--- src/rtl/im_pkg.sv ---
// Shared types, widths and address helpers for the instruction-memory arbiter.
package im_pkg;

    localparam int unsigned IM_AW  = 10;
    localparam int unsigned IM_DW  = 32;
    localparam int unsigned IM_BAW = 12;  // requester byte-address width
    localparam int unsigned IM_SCW = 4;   // starvation counter width

    // Tag of the response due on the cycle after a grant.
    typedef enum logic [1:0] {
        RSP_NONE  = 2'd0,
        RSP_FETCH = 2'd1,
        RSP_LOAD  = 2'd2
    } rsp_t;

    // Word index of a byte address.
    function automatic logic [IM_AW-1:0] word_idx(input logic [IM_BAW-1:0] addr);
        return addr[IM_BAW-1:2];
    endfunction

    function automatic logic is_misaligned(input logic [IM_BAW-1:0] addr);
        return addr[1:0] != 2'b00;
    endfunction

endpackage

--- src/rtl/im_starve_ctr.sv ---
// Saturating counter with synchronous clear, used to bound loader wait time.
module im_starve_ctr
    import im_pkg::*;
#(
    parameter int unsigned MAX = 4
) (
    input  logic              clk,
    input  logic              rst,
    input  logic              inc,
    input  logic              clr,
    output logic [IM_SCW-1:0] cnt
);

    logic [IM_SCW-1:0] cnt_d;

    always_comb begin
        cnt_d = cnt;
        if (clr) begin
            cnt_d = '0;
        end else if (inc && (cnt < IM_SCW'(MAX))) begin
            cnt_d = cnt + IM_SCW'(1);
        end
    end

    always_ff @(posedge clk or posedge rst) begin
        if (rst) begin
            cnt <= '0;
        end else begin
            cnt <= cnt_d;
        end
    end

endmodule

--- src/rtl/im_arbiter.sv ---
// Arbitrates the single-port IM between CPU fetch and the loader/debug port.
// Loader path, starvation counter and write support exist only when IM_LOADER_EN is defined.
module im_arbiter
    import im_pkg::*;
#(
    parameter int unsigned AW         = IM_AW,
    parameter int unsigned DW         = IM_DW,
    parameter int unsigned STARVE_MAX = 4
) (
    input  logic              clk,
    input  logic              rst,
    input  logic              fetch_req,
    input  logic [IM_BAW-1:0] fetch_addr,
    output logic              fetch_gnt,
    output logic              fetch_rvalid,
    output logic [DW-1:0]     fetch_rdata,
    input  logic              load_req,
    input  logic              load_we,
    input  logic [IM_BAW-1:0] load_addr,
    input  logic [DW-1:0]     load_wdata,
    output logic              load_gnt,
    output logic              load_rvalid,
    output logic [DW-1:0]     load_rdata,
    output logic              mem_en,
    output logic              mem_we,
    output logic [AW-1:0]     mem_addr,
    output logic [DW-1:0]     mem_wdata,
    input  logic [DW-1:0]     mem_rdata,
    output logic              misalign_err
);

    rsp_t              rsp_q;
    rsp_t              rsp_d;
    logic [AW-1:0]     addr_q;
    logic              misalign_q;
    logic              misalign_d;
    logic [IM_BAW-1:0] win_addr;
    logic              load_rd_gnt;

`ifdef IM_LOADER_EN
    logic [IM_SCW-1:0] starve_cnt;
    logic              starved;
    logic              load_win;
    logic [DW-1:0]     wdata_q;

    // Loader wins when alone, or when it has waited STARVE_MAX cycles.
    assign starved   = starve_cnt >= IM_SCW'(STARVE_MAX);
    assign load_win  = ~rst & load_req & (~fetch_req | starved);
    assign load_gnt  = load_win;
    assign fetch_gnt = ~rst & fetch_req & ~load_win;

    im_starve_ctr #(
        .MAX (STARVE_MAX)
    ) u_starve_ctr (
        .clk (clk),
        .rst (rst),
        .inc (load_req & ~load_win),
        .clr (~load_req | load_win),
        .cnt (starve_cnt)
    );

    assign load_rd_gnt = load_gnt & ~load_we;
    assign mem_we      = load_gnt & load_we;
    assign load_rvalid = (rsp_q == RSP_LOAD);
    assign load_rdata  = mem_rdata;
    assign win_addr    = load_gnt ? load_addr : fetch_addr;
    assign mem_wdata   = mem_en ? load_wdata : wdata_q;

    always_ff @(posedge clk or posedge rst) begin
        if (rst) begin
            wdata_q <= '0;
        end else if (mem_en) begin
            wdata_q <= load_wdata;
        end
    end
`else
    logic                    unused_loader;
    localparam int unsigned  unused_starve_max = STARVE_MAX;

    assign unused_loader = ^{load_req, load_we, load_addr, load_wdata};
    assign fetch_gnt     = ~rst & fetch_req;
    assign load_gnt      = 1'b0;
    assign load_rd_gnt   = 1'b0;
    assign mem_we        = 1'b0;
    assign load_rvalid   = 1'b0;
    assign load_rdata    = '0;
    assign win_addr      = fetch_addr;
    assign mem_wdata     = '0;
`endif

    // Memory port: address holds its last granted value while idle.
    assign mem_en   = fetch_gnt | load_gnt;
    assign mem_addr = mem_en ? AW'(word_idx(win_addr)) : addr_q;

    always_comb begin
        rsp_d      = RSP_NONE;
        misalign_d = misalign_q;
        if (fetch_gnt) begin
            rsp_d = RSP_FETCH;
        end else if (load_rd_gnt) begin
            rsp_d = RSP_LOAD;
        end
        if (mem_en && is_misaligned(win_addr)) begin
            misalign_d = 1'b1;
        end
    end

    always_ff @(posedge clk or posedge rst) begin
        if (rst) begin
            rsp_q      <= RSP_NONE;
            addr_q     <= '0;
            misalign_q <= 1'b0;
        end else begin
            rsp_q      <= rsp_d;
            misalign_q <= misalign_d;
            if (mem_en) begin
                addr_q <= mem_addr;
            end
        end
    end

    assign fetch_rvalid = (rsp_q == RSP_FETCH);
    assign fetch_rdata  = mem_rdata;
    assign misalign_err = misalign_q;

endmodule

--- config.mk ---
export PLATFORM = sky130hd
export DESIGN_NAME = im_arbiter
export DESIGN_NICKNAME = d
export VERILOG_FILES = /design/src/rtl/im_pkg.sv /design/src/rtl/im_starve_ctr.sv /design/src/rtl/im_arbiter.sv
export SDC_FILE = /design/constraint.sdc
export NUM_CORES = 1
export LEC_CHECK = 0
export BUFFER_PORTS_ARGS = -buffer_cell sky130_fd_sc_hd__buf_2
export CORE_AREA = 4 4 77 79
export DETAILED_ROUTE_END_ITERATION = 7
export DIE_AREA = 0 0 81 83
export PLACE_DENSITY = 0.79
export SYNTH_ARGS = -nofsm -noshare
export SYNTH_HDL_FRONTEND = slang
export SYNTH_SLANG_ARGS = --single-unit
--- constraint.sdc ---
create_clock -name clk -period 1.6 [get_ports clk]
set_input_delay 0.16 -clock clk [delete_from_list [all_inputs] [get_ports clk]]
set_output_delay 0.16 -clock clk [all_outputs]
set_load 0.005 [all_outputs]
Word-level counts from Yosys, hierarchy flattened

Cells that the tools add are included.

Reduce and logical (&&, ||, !) cells: 2
Mux-type cells: 2
Bitwise gates (word level): 2
Equal/unequal tests: 1

Operators with widths:

| kind                                                            | number |
|---|---|
| 10-bit 2-to-1 mux                                               | 1 |
| 2-bit by 1-bit == test with 1-bit output, second input constant | 1 |
| 2-bit nonzero test                                              | 1 |
| 1-bit AND                                                       | 1 |
| 1-bit logical AND                                               | 1 |
| 1-bit 2-to-1 mux                                                | 1 |
| 1-bit NOT                                                       | 1 |

Input port bits: 93
Output and inout bits: 113
Word-level logic and storage cells: 10
Bits in registers: 13

Longest topological paths before layout

Gate-level depths: netlist of run 1.

Word-level depth: 3
Mapped depth: 3
Depth with buffers taken out: 2

Worst setup path after synthesis of run 1

Ideal clock, no wire load.

Path type: input port to output port
From: in fetch_req
To: out mem_addr[0]
Path buffers: 1
Path slack: 0.619 ns
Arrival: 0.821 ns
Required time: 1.440 ns
Stages: 3
Cells stage by stage: nor2b_4 > buf_8 > mux2_4

Longest elaborated chain between the ends: 2

Ends and longest elaborated chain:

| element            | RTL line         | RTL |
|---|---|---|
| start: declaration | im_arbiter.sv:12 | `input logic fetch_req,` |
| 1-bit AND          | im_arbiter.sv:81 | `assign fetch_gnt = ~rst & fetch_req;` |
| net fetch_gnt      | im_arbiter.sv:14 | `output logic fetch_gnt,` |
| 10-bit 2-to-1 mux  | im_arbiter.sv:93 | `assign mem_addr = mem_en ? AW'(word_idx(win_addr)) : addr_q;` |
| end: declaration   | im_arbiter.sv:26 | `output logic [AW-1:0] mem_addr,` |

The timed path passes the listed nets, and every way through them passes these cells.

Worst setup path in the final report of run 1

From: in rst
To: out mem_addr[4]

Longest elaborated chain between the ends: 3

Ends and longest elaborated chain:

| element            | RTL line         | RTL |
|---|---|---|
| start: declaration | im_arbiter.sv:11 | `input logic rst,` |
| 1-bit NOT          | im_arbiter.sv:81 |  |
| 1-bit AND          | im_arbiter.sv:81 |  |
| 10-bit 2-to-1 mux  | im_arbiter.sv:93 |  |

No other way between the ends.

==> results.ini, run 1 <==
[synthesis]
async_reset_ff_share_pct=100
synth.area.top_cells=buf_4, dfrtp_1, mux2_4
ys_warn_count=0
ys_seq_area_share_pct=21.3
synth-edff-count=0
yosys.cell_types.count=10
synthesis.area_um2=1410
synth_largest_area_cell=buf_4
yosys-top-cells-count=buf_4, mux2_4, dfrtp_1
synthCells=139
ys.flop_type=dfrtp_1
synth.most_common_cell=buf_4
synth_top_area_share_pct=53.3
ys_ff_latch=12
syn_area_per_cell_um2=10.1

[critical_path]
r2r_setup_slack_ns=0.83
timing.rr.start=addr_q[6]
r2r-end=addr_q[6]
arrival_ns=1.16
start_kind=input pin
crit_fanout=20
critPathKind=in -> out
worstPathRequired_ns=1.44
r2r_cells=1
crit_path_end_kind=output pin

[sta]
setup_tns_ns=0
setup_viol=0
min_period_over_period_pct=82.7
period_needed_ns=1.32
slew_headroom_pct=64.4
max_freq_ghz=0.756
skew_ns=0
whs_ns=-0.0110
slew_violations=0
hold_viol_final=12
rsz0062_at_grt=false
finalWorstSetupSlack_ns=0.277
tightestPinTransition_ns=0.534

[detailed_routing]
vias_per_cell=3.01
ant_nets=0
drc=0
first_iter_violations=10
via_count=627
drtPass1Iterations=2
routedWlPerCell_um=9.68
wirelength_mm=2.01

[power]
p_per_area_nw_per_um2=810
pwr-share-comb_pct=26.5
vdd_drop_max_mv=0.250
p_int_mw=0.707
leakagePower_nw=0.665
switching_power_mw=0.250
netSwitchingFraction_pct=26.2
clock_power_share_pct=35.5
pwr-share-seq_pct=37.9

[die]
die_area_um2=6720
start_util_pct=26.4
die_h_um=83
io_pins=206
die_x_um=81
core_area_um2=5340
core.rowCount=27

[outcome]
violations=hold timing
status=finished with violations

[clocking]
cts.sinks=12
clockRootBuffer=clkbuf_8
clkSlewWorstSetupHoldPaths_ns=0.06
clk_latency_ns=0.24
cts_setup_buffers=0
numCtsBuffers=3
max-clock-path-buffers=2
htreeDepth=1
cts_resized=0
cts_tree=done
cts_hold_buffers=0

[grt]
grt_pass1_wl_mm=2.75
track_usage_pct=5.48
grt_max_degree=21
grt_pass1_vias=557
antenna_found_initial=0
grt_overflow=0

[final_layout]
drive_gt1_share_pct=40.4
syn_to_final_growth_pct=-16.2
diodes=0
layout.nets=230

[placement]
dpl.hpwl_mm=1.64
gp_congestion=0.586
io_buffers=28
place_ws_ns=0.266

[flow_run]
maxCapViolations=0

[hold_path]
holdCritPathClass=in -> async

[per-stage QoR]
stage | utilization (%) | instances | hold slack [ns] | instance area, µm² | power, mW
global route | 22.1 | 208 | 0.0213 | 1180 | 1.04
finish | 22.1 | 208 | -0.0110 | 1180 | 0.957
CTS | 22.1 | 208 | 0.0116 | 1180 | 0.980
detailed placement | 21.1 | 204 | 0.282 | 1130 | 0.622
floorplan | - | 205 | 0.0247 | 1660 | 0.731
global placement | 21.1 | 204 | 0.275 | 1130 | 0.614
[flip-flops by register name (all words and copies together) (netlist names)]
name / count
addr_q: 10
misalign_err: 1
rsp_q: 1
[worst max path at each step]
stage,start,to,slack [ns],depth (start not counted)
floorplan,fetch_req,mem_addr[0],0.62,3
global placement,rst,mem_addr[9],0.29,5
detailed placement,rst,mem_addr[1],0.27,5
CTS,rst,mem_addr[9],0.26,5
global route,rst,mem_addr[7],0.22,5
finish,rst,mem_addr[4],0.28,5
[cell usage in the layout, fill, tap and decap left out]
| master | instances |
|---|---|
| conb_1 | 67 |
| clkbuf_8 | 4 |
| buf_2 | 28 |
| nor2b_4 | 1 |
| or2_2 | 1 |
| dfrtp_1 | 12 |
| mux2_4 | 18 |
| inv_1 | 1 |
| a21o_1 | 1 |
| buf_12 | 1 |
| mux2_2 | 2 |
[final cells by class]
| class | count | area, µm² |
|---|---|---|
| inverter | 1 | 3.75 |
| multi-input combinational | 90 | 572 |
| timing repair buffer | 29 | 160 |
| clock buffer | 4 | 55.1 |
| sequential | 12 | 300 |
| fill | 593 | 4160 |
| tap | 72 | 90.1 |
[cells by family after synthesis]
logic type / count (synthesis) / synth area share, %
compound gates: 1 / 0.533
buf+inv: 103 / 55.7
flops: 12 / 21.3
mux: 20 / 20.8
other cells: 1 / 0.266
simple gates: 2 / 1.42
[critical path, cell delays in order]
cell and delay (ns):
buf_2 0.12, nor2b_4 0.21, buf_12 0.22, mux2_4 0.31, buf_2 0.13
[power by group through the flow]
| stage | clock network (mW) | logic, mW | registers (mW) |
|---|---|---|---|
| finish | 0.340 | 0.254 | 0.363 |
| global route | 0.387 | 0.282 | 0.369 |
| CTS | 0.363 | 0.254 | 0.363 |
| detailed placement | 0 | 0.254 | 0.368 |
| global placement | 0 | 0.249 | 0.366 |
| floorplan | 0 | 0.368 | 0.362 |
[routing by layer]
layer | up-vias | track usage (%) | share of wire, %
met2 | 68 | 8.66 | 46
met4 | 0 | 6.76 | 8.0
met1 | 274 | 4.95 | 30
li1 | 261 | - | -
met3 | 24 | 1.52 | 15
met5 | - | 0 | 0
Note: power is estimated with default switching activity, not from simulation.
==> inputs of run 2 (changes only) <==
--- a/config.mk
+++ b/config.mk
@@ -6,10 +6,10 @@
 export NUM_CORES = 1
 export LEC_CHECK = 0
 export BUFFER_PORTS_ARGS = -buffer_cell sky130_fd_sc_hd__buf_2
-export CORE_AREA = 4 4 77 79
+export CORE_MARGIN = 4
+export CORE_UTILIZATION = 27
 export DETAILED_ROUTE_END_ITERATION = 7
-export DIE_AREA = 0 0 81 83
-export PLACE_DENSITY = 0.79
+export PLACE_DENSITY = 0.82
 export SYNTH_ARGS = -nofsm -noshare
 export SYNTH_HDL_FRONTEND = slang
 export SYNTH_SLANG_ARGS = --single-unit
==> constraint.sdc (replaced) <==
create_clock -name clk -period 1.2 [get_ports clk]
set_input_delay 0.12 -clock clk [delete_from_list [all_inputs] [get_ports clk]]
set_output_delay 0.12 -clock clk [all_outputs]
set_load 0.005 [all_outputs]
==> run 2 against run 1 <==
Effect of this change:
- the run now ends clean
- flip-flop and latch count did not move
- global-route usage fell by 0.22 points
- critical path type unchanged
- count of clock-buffer cells in the layout did not move
==> results.ini, run 2 (synthesis results as in run 1) <==
[outcome]
status=completed

[grt]
grt_overflow=0  ; unchanged
grt_pass1_vias=514  ; -7.7%
grt_pass1_wl_mm=2.53  ; -8.0%
grt_max_degree=17  ; -19%
antenna_found_initial=0  ; unchanged
track_usage_pct=5.26  ; -0.22 points

[critical_path]
worstPathRequired_ns=1.08  ; -0.36 ns
start_kind=input pin
cp_top_family=buffers and inverters
arrival_ns=1.02  ; -0.14 ns
crit_top_cell=buf_2
crit_chain=buf_2, nor2b_4, buf_12, mux2_4, buf_2
crit_path_start=rst
path_buf_inv=3  ; unchanged
crit_fanout=16  ; -20%
critPathMaxStageDelay_ns=0.30  ; about the same
slowest_stage=mux2_4
crit_path_end_kind=output pin
critPathKind=in -> out
timing.rr.start=addr_q[4]

[detailed_routing]
drc=0  ; unchanged
wirelength_mm=2.03  ; +0.99%
drtPass1Iterations=2  ; unchanged
routedWlPerCell_um=9.78  ; +0.99%
via_count=649  ; +3.5%
first_iter_violations=4  ; -6
vias_per_cell=3.12  ; +3.5%
ant_nets=0  ; unchanged

[final_layout]
seq_area_um2=300  ; unchanged
diodes=0  ; unchanged
fin_cells=208  ; unchanged
drive_gt1_share_pct=40.6  ; +0.14 points
syn_to_final_growth_pct=-14.2
multi_input_area_um2=572  ; unchanged
layout_common_cells=conb_1, buf_2, mux2_4
final_common_cell=conb_1
top_register=addr_q
layout.nets=232  ; +0.87%
fill_cells=567  ; -4.4%
largest_register_ffs=10  ; unchanged
postLayoutCellArea_um2=1210  ; +2.3%

[sta]
max_freq_ghz=0.879
skew_ns=0  ; unchanged
slew_headroom_pct=66.0  ; +1.6 points
setup_tns_ns=0  ; unchanged
tightestPinTransition_ns=0.509  ; -0.0243 ns
rsz0062_at_grt=false
hold_viol_final=0  ; -12
slew_violations=0  ; unchanged
min_period_over_period_pct=94.8
period_needed_ns=1.14
setup_viol=0  ; unchanged

[clocking]
max-clock-path-buffers=2  ; unchanged
clkSlewWorstSetupHoldPaths_ns=0.06  ; about the same
numCtsBuffers=3  ; unchanged
cts_hold_buffers=1  ; +1
clk_latency_ns=0.24  ; about the same
clockRootBuffer=clkbuf_8
htreeDepth=1  ; unchanged
cts_setup_buffers=0  ; unchanged
cts.sinks=12  ; unchanged
cts_tree=done
cts_resized=0  ; unchanged

[power]
p_int_mw=0.951  ; +35%
clock_power_share_pct=34.8  ; -0.7 points
power_mw=1.28  ; +33%
switching_power_mw=0.324  ; +30%
pwr-share-seq_pct=37.9  ; about the same
pwr-share-comb_pct=27.3  ; +0.8 points
leakagePower_nw=0.678  ; +1.9%
p_per_area_nw_per_um2=1050  ; +30%
vdd_drop_max_mv=0.558  ; +120%
netSwitchingFraction_pct=25.4  ; -0.72 points

[flow_run]
maxCapViolations=0  ; unchanged

[die]
start_util_pct=27.8  ; +1.4 points
die_area_um2=6440  ; -4.2%
core.rowCount=26  ; -3.7%
core_area_um2=5070  ; -4.9%
die_x_um=80.2  ; -0.94%
io_pins=206  ; unchanged
die_h_um=80.2  ; -3.3%

[placement]
dpl.hpwl_mm=1.74  ; +6.0%
placed_cells=203  ; -0.49%
postPlaceCellArea_um2=1140  ; +1.6%
io_buffers=28  ; unchanged
gp_congestion=0.532  ; -9.2%

[hold_path]
holdCritPathClass=in -> reg
hp-start=fetch_addr[9]

==> run 2: cell types whose count changed in the layout (fill, tap and decap cells not counted) <==
cell           before  now
dlygate4sd3_1       0    1
buf_12              1    2
==> run 2: metal layers <==
| metal | vias up | routed length (µm) | track usage [%] |
|---|---|---|---|
| met5 | - | 0 | 0 |
| met4 | 0 | 102 | 3.55 |
| met3 | 14 | 380 | 3.48 |
| met2 | 68 | 922 | 8.36 |
| met1 | 300 | 629 | 4.87 |
| li1 | 267 | - | - |
==> run 2: power by group through the flow <==
stage	clock (mW)	sequential, mW	combinational (mW)
floorplan	0	0.483	0.491
global placement	0	0.486	0.341
detailed placement	0	0.490	0.345
CTS	0.469	0.483	0.350
global route	0.479	0.490	0.388
finish	0.444	0.483	0.348
==> run 2: per-stage QoR <==
stage / util [%] / worst slack (ns) / hold slack [ns]
floorplan: - / 0.299 / -0.0153
global placement: 22.5 / 0.0539 / 0.220
detailed placement: 22.5 / 0.0446 / 0.222
CTS: 23.8 / 0.0475 / 0.118
global route: 23.8 / 0.0235 / 0.123
finish: 23.8 / 0.0627 / 0.125
==> run 2: path summary, 6_finish.rpt <==
kind	endpoint	slack [ns]	cells past startpoint
setup / recovery	mem_addr[6]	0.06	5
hold / removal	addr_q[7]	0.13	2
setup reg to reg	addr_q[4]	0.44	1
hold reg to reg	misalign_err	0.46	1
max in group asynchronous	addr_q[1]	0.38	3
min in group asynchronous	addr_q[7]	0.48	3
==> run 2: final cells by class <==
| class | count | area share, % |
|---|---|---|
| inverter | 1 | 0.311 |
| clock buffer | 4 | 4.55 |
| timing repair buffer | 31 | 15.7 |
| sequential | 12 | 24.8 |
| tap | 70 | 7.25 |
| multi-input combinational | 90 | 47.3 |
